<file path="src/rtl/rx_dispatch_pkg.sv">
// Purpose: constants and types shared by the rx dispatcher, the tx selector and its framer.
// Latency: n/a (definitions only).
// Backpressure: n/a. The checksum state exists only when RXD_CHECKSUM_EN is defined.
package rx_dispatch_pkg;

    // Framing bytes and channel IDs
    localparam logic [7:0] SOF   = 8'hA5;
    localparam logic [7:0] ID_M2 = 8'h02;
    localparam logic [7:0] ID_M5 = 8'h05;
    localparam logic [7:0] ID_M7 = 8'h07;

    // Abort causes reported on err_code
    localparam logic [2:0] ERR_NONE = 3'd0;
    localparam logic [2:0] ERR_ID   = 3'd1;
    localparam logic [2:0] ERR_LEN  = 3'd2;
    localparam logic [2:0] ERR_TMO  = 3'd3;
    localparam logic [2:0] ERR_CSUM = 3'd4;

    // One-hot parser state encodings
`ifdef RXD_CHECKSUM_EN
    localparam int ST_W = 5;
`else
    localparam int ST_W = 4;
`endif
    localparam logic [ST_W-1:0] ST_HUNT_OH = ST_W'(1) << 0;
    localparam logic [ST_W-1:0] ST_CHAN_OH = ST_W'(1) << 1;
    localparam logic [ST_W-1:0] ST_LEN_OH  = ST_W'(1) << 2;
    localparam logic [ST_W-1:0] ST_DATA_OH = ST_W'(1) << 3;
`ifdef RXD_CHECKSUM_EN
    localparam logic [ST_W-1:0] ST_CSUM_OH = ST_W'(1) << 4;
`endif

    typedef enum logic [ST_W-1:0] {
        ST_HUNT = ST_HUNT_OH,
        ST_CHAN = ST_CHAN_OH,
        ST_LEN  = ST_LEN_OH,
        ST_DATA = ST_DATA_OH
`ifdef RXD_CHECKSUM_EN
        ,
        ST_CSUM = ST_CSUM_OH
`endif
    } rxd_state_e;

    // Destination FIFO selected by the ID byte
    typedef enum logic [1:0] {
        CH_M2 = 2'd0,
        CH_M5 = 2'd1,
        CH_M7 = 2'd2
    } rxd_chan_e;

endpackage

</file>
<file path="src/rtl/rx_dispatch_edge_sync.sv">
// Purpose: two-flop level register plus rising-edge strobe for a byte-done/idle handshake.
// Latency: stb_o is high in the cycle after the first edge that samples lvl_i=1.
// Backpressure: none; one strobe per rising edge of lvl_i.
module rx_edge_sync (
    input  logic clk_i,
    input  logic rst_n_i,
    input  logic lvl_i,
    output logic stb_o
);

    logic r0_q;
    logic r1_q;

    // Shift the level through two flops; the strobe marks a 0->1 transition
    always_ff @(posedge clk_i) begin
        if (!rst_n_i) begin
            r0_q <= 1'b0;
            r1_q <= 1'b0;
        end else begin
            r0_q <= lvl_i;
            r1_q <= r0_q;
        end
    end

    assign stb_o = r0_q & ~r1_q;

endmodule

</file>
<file path="src/rtl/rx_dispatch.sv">
// Purpose: parse SOF/ID/LEN/payload[/CSUM] frames from the UART RX and write payloads to m2/m5/m7 FIFOs.
// Latency: a byte is acted on one edge after rx_done is first sampled high; wren/wr_data show the cycle after.
// Backpressure: none upstream; a payload byte arriving on a full FIFO is dropped and sets sticky ovf.
// Build option: define RXD_CHECKSUM_EN to add a trailing XOR checksum byte (ID ^ LEN ^ payload).
module rx_dispatch
    import rx_dispatch_pkg::*;
#(
    parameter int unsigned MAX_LEN     = 64,
    parameter int unsigned TIMEOUT_CYC = 24000
) (
    input  logic       clk_24m,
    input  logic       rstn,
    input  logic [7:0] rx_data,
    input  logic       rx_done,
    input  logic       m2_full,
    input  logic       m5_full,
    input  logic       m7_full,
    output logic [7:0] wr_data,
    output logic       m2_wren,
    output logic       m5_wren,
    output logic       m7_wren,
    output logic       frame_ok,
    output logic       frame_err,
    output logic [2:0] err_code,
    output logic       ovf
);

    localparam int TMO_W = $clog2(TIMEOUT_CYC + 1);

    logic             stb;
    logic [7:0]       byte_q;
    logic [7:0]       byte_d;
    rxd_state_e       state_q;
    rxd_chan_e        chan_q;
    logic [7:0]       rem_q;
    logic [TMO_W-1:0] tmo_q;
    logic [TMO_W-1:0] tmo_d;
    logic             tmo_expire;
    logic             sel_full;
    logic             len_bad;

    logic [7:0]       wr_data_q;
    logic             m2_wren_q;
    logic             m5_wren_q;
    logic             m7_wren_q;
    logic             frame_ok_q;
    logic             frame_err_q;
    logic [2:0]       err_code_q;
    logic             ovf_q;
`ifdef RXD_CHECKSUM_EN
    logic [7:0]       csum_q;
`endif

    rx_edge_sync u_edge_sync (
        .clk_i   (clk_24m),
        .rst_n_i (rstn),
        .lvl_i   (rx_done),
        .stb_o   (stb)
    );

    // Byte register loads on the strobe; the parser sees the fresh byte in that same cycle
    always_comb begin
        byte_d = stb ? rx_data : byte_q;
    end

    // Full flag of the currently selected FIFO, used unregistered at the write decision
    always_comb begin
        sel_full = 1'b0;
        case (chan_q)
            CH_M2:   sel_full = m2_full;
            CH_M5:   sel_full = m5_full;
            CH_M7:   sel_full = m7_full;
            default: sel_full = 1'b0;
        endcase
    end

    // LEN byte is legal only in 1..MAX_LEN
    always_comb begin
        len_bad = (byte_d == 8'd0) || ({24'd0, byte_d} > MAX_LEN);
    end

    // Inter-byte gap counter: idle in HUNT, cleared by every byte, expires at TIMEOUT_CYC
    always_comb begin
        tmo_expire = 1'b0;
        if (stb || (state_q == ST_HUNT)) begin
            tmo_d = '0;
        end else begin
            tmo_d      = tmo_q + 1'b1;
            tmo_expire = (tmo_q == TMO_W'(TIMEOUT_CYC - 1));
        end
    end

    // Frame parser with registered write/status outputs; a byte beats a same-cycle timeout
    always_ff @(posedge clk_24m) begin
        if (!rstn) begin
            byte_q      <= 8'd0;
            state_q     <= ST_HUNT;
            chan_q      <= CH_M2;
            rem_q       <= 8'd0;
            tmo_q       <= '0;
            wr_data_q   <= 8'd0;
            m2_wren_q   <= 1'b0;
            m5_wren_q   <= 1'b0;
            m7_wren_q   <= 1'b0;
            frame_ok_q  <= 1'b0;
            frame_err_q <= 1'b0;
            err_code_q  <= ERR_NONE;
            ovf_q       <= 1'b0;
`ifdef RXD_CHECKSUM_EN
            csum_q      <= 8'd0;
`endif
        end else begin
            byte_q      <= byte_d;
            tmo_q       <= tmo_d;
            m2_wren_q   <= 1'b0;
            m5_wren_q   <= 1'b0;
            m7_wren_q   <= 1'b0;
            frame_ok_q  <= 1'b0;
            frame_err_q <= 1'b0;

            if (stb) begin
                case (state_q)
                    ST_HUNT: begin
                        // Anything but SOF is line noise between frames
                        if (byte_d == SOF) begin
                            state_q <= ST_CHAN;
                        end
                    end
                    ST_CHAN: begin
`ifdef RXD_CHECKSUM_EN
                        csum_q <= byte_d;
`endif
                        case (byte_d)
                            ID_M2: begin
                                chan_q  <= CH_M2;
                                state_q <= ST_LEN;
                            end
                            ID_M5: begin
                                chan_q  <= CH_M5;
                                state_q <= ST_LEN;
                            end
                            ID_M7: begin
                                chan_q  <= CH_M7;
                                state_q <= ST_LEN;
                            end
                            default: begin
                                frame_err_q <= 1'b1;
                                err_code_q  <= ERR_ID;
                                state_q     <= ST_HUNT;
                            end
                        endcase
                    end
                    ST_LEN: begin
`ifdef RXD_CHECKSUM_EN
                        csum_q <= csum_q ^ byte_d;
`endif
                        if (len_bad) begin
                            frame_err_q <= 1'b1;
                            err_code_q  <= ERR_LEN;
                            state_q     <= ST_HUNT;
                        end else begin
                            rem_q   <= byte_d;
                            state_q <= ST_DATA;
                        end
                    end
                    ST_DATA: begin
`ifdef RXD_CHECKSUM_EN
                        csum_q <= csum_q ^ byte_d;
`endif
                        // Dropped bytes still consume LEN so framing stays aligned
                        if (sel_full) begin
                            ovf_q <= 1'b1;
                        end else begin
                            wr_data_q <= byte_d;
                            case (chan_q)
                                CH_M2:   m2_wren_q <= 1'b1;
                                CH_M5:   m5_wren_q <= 1'b1;
                                CH_M7:   m7_wren_q <= 1'b1;
                                default: m2_wren_q <= 1'b0;
                            endcase
                        end
                        rem_q <= rem_q - 8'd1;
                        if (rem_q == 8'd1) begin
`ifdef RXD_CHECKSUM_EN
                            state_q <= ST_CSUM;
`else
                            frame_ok_q <= 1'b1;
                            state_q    <= ST_HUNT;
`endif
                        end
                    end
`ifdef RXD_CHECKSUM_EN
                    ST_CSUM: begin
                        // Payload is already in the FIFO; a mismatch only flags the frame
                        if (byte_d == csum_q) begin
                            frame_ok_q <= 1'b1;
                        end else begin
                            frame_err_q <= 1'b1;
                            err_code_q  <= ERR_CSUM;
                        end
                        state_q <= ST_HUNT;
                    end
`endif
                    default: begin
                        state_q <= ST_HUNT;
                    end
                endcase
            end else if (tmo_expire) begin
                frame_err_q <= 1'b1;
                err_code_q  <= ERR_TMO;
                state_q     <= ST_HUNT;
            end
        end
    end

    assign wr_data   = wr_data_q;
    assign m2_wren   = m2_wren_q;
    assign m5_wren   = m5_wren_q;
    assign m7_wren   = m7_wren_q;
    assign frame_ok  = frame_ok_q;
    assign frame_err = frame_err_q;
    assign err_code  = err_code_q;
    assign ovf       = ovf_q;

endmodule
</file>
<file path="config.mk">
export PLATFORM = sky130hd
export DESIGN_NAME = rx_dispatch
export DESIGN_NICKNAME = d
export VERILOG_FILES = /design/src/rtl/rx_dispatch_pkg.sv /design/src/rtl/rx_dispatch_edge_sync.sv /design/src/rtl/rx_dispatch.sv
export SDC_FILE = /design/constraint.sdc
export NUM_CORES = 1
export LEC_CHECK = 0
export ABC_CLOCK_PERIOD_IN_PS = 2700
export BUFFER_PORTS_ARGS = -buffer_cell sky130_fd_sc_hd__buf_4
export CORE_AREA = 5 5 101 103
export DETAILED_ROUTE_END_ITERATION = 8
export DIE_AREA = 0 0 106 108
export HOLD_SLACK_MARGIN = 0.08
export PLACE_DENSITY = 0.44
export SLEW_MARGIN = 20
export SYNTH_ARGS = -nofsm -noshare
export SYNTH_HDL_FRONTEND = slang
export SYNTH_SLANG_ARGS = --single-unit
</file>
<file path="constraint.sdc">
create_clock -name clk_24m -period 2.7 [get_ports clk_24m]
set_input_delay 0.135 -clock clk_24m [delete_from_list [all_inputs] [get_ports clk_24m]]
set_output_delay 0.135 -clock clk_24m [all_outputs]
set_load 0.005 [all_outputs]
</file>
# --- Yosys cells after proc, flatten, opt, wreduce, memory -nomap -nowiden ---
# Cells that the tools add are included.
word_totals:
  input_bits: 14
  output_inout_bits: 17
  reg_bits: 56
  elab_cells: 86
classes:
  muxes: 27
  magnitude_cmp: 1
  eq_ne: 18
  n_addsub: 2
  bitwise_logic: 6
  reduce_logical: 17
ops:
  columns: ["cell", "count"]
  rows:
  - ["$mux 4", 5]
  - ["$reduce_and 3->1", 6]
  - ["$eq 8x3->1 const B", 2]
  - ["$mux 8", 2]
  - ["$pmux 4 s4", 1]
  - ["$pmux 8 s2", 1]
  - ["$add 15x1->15 const B", 1]
  - ["$eq 15x15->1 const B", 1]
  - ["$mux 3", 5]
  - ["$mux 1", 9]
  - ["$ne 3x3->1 const B", 3]
  - ["$eq 8x1->1 const B", 1]
  - ["$eq 8x2->1 const B", 1]
  - ["$eq 8x8->1 const B", 1]
  - ["$gt 8x7->1 const B", 1]
  - ["$logic_not 8->1", 1]
  - ["$sub 8x1->8 const B", 1]
  - ["$pmux 2 s3", 1]
  - ["$pmux 3 s2", 1]
  - ["$not 1->1", 5]
  - ["$eq 4x1->1 const B", 1]
  - ["$eq 4x2->1 const B", 1]
  - ["$eq 4x3->1 const B", 1]
  - ["$eq 4x4->1 const B", 1]
  - ["other kinds (16)", 18]

# --- Depth between registers and ports, before layout ---
depth:
  ltp_word: 8
  ltp_mapped: 8
  ltp_nobuf: 6

# --- Modules after synthesis ---
# Synthesis repeated with hierarchy kept, for this count alone.
hier_totals:
  cells_unflattened: 285
  hier_area_um2: 2552.4
by_module_without_submodules:
  columns: ["module", "n_inst", "seq_area_each_um2", "cells_each", "area_each_um2"]
  rows:
  - ["rx_dispatch", 1, 1061.0, 280, 2486.1]
  - ["rx_edge_sync", 1, 40.0, 5, 66.3]

# --- Worst setup path after synthesis ---
# OpenSTA, ideal clock, no wires.
synth_timing:
  path_type: "reg-to-reg"
  start: "reg u_edge_sync.r1_q"
  end: "reg rem_q[3]"
  arrival_time_ps: 1805
  path_stages_with_launch: 6
  required_ps: 2578
  path_slack_ps: 774
  period_less_slack_ps: 1926
  n_path_buf: 0
  setup_ps: 122
  path_cell_list: "dfxtp_1 > nand2b_4 > mux2_4 > o31a_1 > or2_2 > o311a_1"
synth_between:
  elab_chain_len: 7
  word_cells_on_any_way: 10
  classes_between: "1 x order compare; 1 x eq/ne; 3 x mux; 2 x bitwise; 3 x reduce/logical"
synth_lines:
  columns: ["item", "line", "rtl"]
  rows:
  - ["start, declared", "rx_dispatch_edge_sync.sv:12", "logic r1_q;"]
  - ["start signal, assigned", "rx_dispatch_edge_sync.sv:21", "r1_q <= r0_q;"]
  - ["$not 1->1 (*)", "rx_dispatch_edge_sync.sv:25", "assign stb_o = r0_q & ~r1_q;"]
  - ["$and 1x1->1 (*)", "rx_dispatch_edge_sync.sv:25", null]
  - ["$mux 8", "rx_dispatch.sv:63", "byte_d = stb ? rx_data : byte_q;"]
  - ["$gt 8x7->1 / $logic_not 8->1 (equally long branches)", "rx_dispatch.sv:79", "len_bad = (byte_d == 8'd0) || ({24'd0, byte_d} > MAX_LEN);"]
  - ["$logic_or 1x1->1", "rx_dispatch.sv:79", null]
  - ["$ne 2x2->1 (no line)", null, null]
  - ["$reduce_and 3->1 (no line)", null, null]
  - ["end signal, assigned", "rx_dispatch.sv:162", "rem_q <= byte_d;"]
  - ["end signal, assigned", "rx_dispatch.sv:182", "rem_q <= rem_q - 8'd1;"]
  - ["end, declared", "rx_dispatch.sv:35", "logic [7:0] rem_q;"]
# Every way passes the cells marked *; elsewhere a longest branch is shown, timed or not. The select of a mux whose other input is x is not followed.
# A chain may end at the register's enable or synchronous reset.

# --- Worst setup path after layout ---
layout_timing:
  start: "reg u_edge_sync.r1_q"
  end: "reg rem_q[2]"
# Same word-level chain as after synthesis.

==> flow_metrics.py <==
metrics = {
    "synth": {
        "synth-seq-cells": 55,
        "yosysSeqAreaShare": 0.409,
        "synth-async-reset-ratio": 0,
        "ys_types": 59,
        "synthesis.instances": 295,
        "synth_edf_count": 0,
        "avgSynthCellArea_sq_um": 9.11,
        "ys.flop_type": "dfxtp_1",
        "synth_commonest_cells": "55 x dfxtp_1, 31 x nor2_1, 26 x nand2_1, 17 x mux2i_1, 16 x nor2b_1",
        "synth_area_sq_um": 2690,
        "synth_nets": 312,
        "synth_area_leaders": "dfxtp_1 41%, mux2i_1 6.3%, nor2_1 4.3%",
        "synth_area_leader_cell": "dfxtp_1",
        "synth_top_area_share": 0.409,
        "synth.most_common_cell": "dfxtp_1",
        "synth_warnings": 0,
    },
    "placed_design": {
        "port_buffers": 29,
        "place_congestion": 0.763,
        "dp_hpwl_mm": 4.42,
        "placed_area_sq_um": 3000,
    },
    "setup_path": {
        "cp_cell_sequence": "nand2b_4 -> mux2_4 -> o31a_1 -> nor3_4 -> mux2i_1 -> a21boi_1",
        "cp.arrival_ns": 2.48,
        "endpoint_kind": "register",
        "cp-start-kind": "register",
        "path_delay_family": "simple AND/OR/NAND/NOR gates",
        "cp_max_fo": 20,
        "path_buf_inv": 0,
        "path_class": "register to register",
        "cpMaxStageDelayCell": "nor3_4",
        "max_stage_delay_ns": 0.42,
        "critPathRequiredTime_ns": 2.90,
    },
    "global_route": {
        "overflow": 0,
        "grt_max_degree": 41,
        "antenna_found_initial": 0,
        "track_usage": 0.110,
        "grt_pass1_wl_mm": 10.4,
        "grt_pass1_vias": 2065,
    },
    "flow_run": {
        "drv_cap": 0,
    },
    "die": {
        "rows": 35,
        "die_w_microns": 106,
        "die_area_sq_um": 11400,
        "ioPinCount": 31,
        "core-area_sq_um": 9110,
        "start_util": 0.295,
        "die_y_microns": 108,
    },
    "timing": {
        "max_freq_ghz": 0.439,
        "setup_tns_ns": 0,
        "finalSetupViolCount": 0,
        "final_max_slew_viol_count": 0,
        "rsz0062_at_grt": "false",
        "maxSlewHeadroom": 0.607,
        "min_period_over_period": 0.844,
        "fin_crit_ns": 2.28,
        "skew_ns": 0.00434,
        "hold_violations": 0,
        "worst_slew_pin_slew_ns": 0.587,
    },
    "layout": {
        "diodes": 0,
        "syn2layout_area_growth_pct": 15.2,
        "drive_above_1_share": 0.164,
        "fin_area_sq_um": 3100,
        "nets": 340,
    },
    "detailed_routing": {
        "routed_via_density": 4.86,
        "vias": 2109,
        "wirelength_mm": 6.04,
        "drtPass1Iterations": 4,
        "dr.first_iter.drc_count": 96,
        "wire_per_inst_microns": 13.9,
        "drc": 0,
        "ant_nets": 0,
    },
    "power_and_ir_drop": {
        "vdd_drop_max_v": 0.000221,
        "cellPowerDensity_nw_per_um2": 460,
        "p_total_mw": 1.43,
        "p_leak_nw": 1.29,
    },
    "cts": {
        "h-tree-depth": 2,
        "cts_made_buffers": 5,
        "cts-root-buf": "clkbuf_8",
        "post_cts_buffers": 0,
        "clockBufferDepth": 2,
        "clk_latency_ns": 0.30,
        "cts.sinks": 55,
        "postCtsResizedCells": 0,
        "clk_pin_slew_ns": 0.10,
        "cts_tree": "built",
    },
    "outcome": {
        "status": "finished, final reports clean",
    },
    "hold_path": {
        "min_path_type": "primary input to register",
    },
}
==> layer usage <==
layer,share of wire,track usage,up-vias
met3,0.027,0.0173,4
met2,0.41,0.168,32
met1,0.55,0.160,970
li1,-,-,1103
met4,0.011,0.0333,0
met5,0,0,-
==> registers in the layout, indices dropped and copies added (netlist names) <==
signal,flops
byte_q,8
chan_q,2
err_code,2
frame_err,1
frame_ok,1
m2_wren,1
m5_wren,1
m7_wren,1
ovf,1
rem_q,8
state_q,4
tmo_q,15
u_edge_sync.r0_q,1
u_edge_sync.r1_q,1
wr_data,8
==> logic make-up (layout without fill, tap and decap cells) <==
logic type	Yosys count	after routing	share of synthesized area
xor+xnor	12	12	0.0391
fa+ha+maj	3	3	0.0140
flops	55	55	0.409
simple gates	135	135	0.289
other cells	1	1	0.00139
compound gates	53	53	0.145
mux	18	18	0.0689
buf+inv	18	46	0.0335
==> layout make-up <==
cell class                      count  area [sq um]
Clock buffer                        6          82.6
Sequential cell                    55          1100
Fill cell                         977          6010
Tap cell                          111           139
Clock inverter                      1          5.00
Multi-Input combinational cell    222          1500
Timing Repair Buffer               33           250
Inverter                            6          22.5
==> worst reg2reg max path, delay by kind of cell, from the launching register on <==
kind,cells,cell delay [ns]
simple gates,2,0.75
mux,2,0.62
flops,1,0.37
compound gates,2,0.42
==> path summary, 6_finish.rpt <==
path | end | cells past startpoint | startpoint | slack [ns]
setup / recovery | rem_q[2] | 6 | u_edge_sync.r1_q | 0.42
hold / removal | wr_data[2] | 3 | rx_data[2] | 0.13
hold reg to reg | tmo_q[0] | 1 | tmo_q[0] | 0.49
setup reg to reg | rem_q[2] | 6 | u_edge_sync.r1_q | 0.42
==> timing repair <==
action	4_1_cts	5_1_grt
endpoints found under the hold margin	1	0
endpoints found under the setup margin	0	0
hold buffers	1	0
==> report_power, final <==
group	internal, mW	switching, mW
clock	0.202	0.263
combinational	0.0563	0.0715
sequential	0.821	0.0114
==> cells in the final DEF, fill, tap and decap left out, types with 7 or more instances in the layout <==
cell     synthesis  layout
mux2i_1         17      17
xor2_1           8       8
o211a_1          7       7
dfxtp_1         55      55
nand2_1         26      26
a21oi_1          8       8
nor2b_1         16      16
nor2_1          31      31
nand3_1         14      14
o21ai_0          7       7
buf_4            1      32
==> through the flow <==
| stage | instances | setup WS, ns | util | hold WS [ns] |
|---|---|---|---|---|
| finish | 434 | 0.422 | 0.340 | 0.126 |
| global route | 434 | 0.250 | 0.340 | 0.132 |
| CTS | 434 | 0.394 | 0.340 | 0.116 |
| detailed placement | 426 | 0.420 | 0.329 | 0.347 |
| global placement | 426 | 0.469 | 0.329 | 0.352 |
| floorplan | 295 | 0.774 | - | 0.262 |
Power figures use the tool's default switching activity.
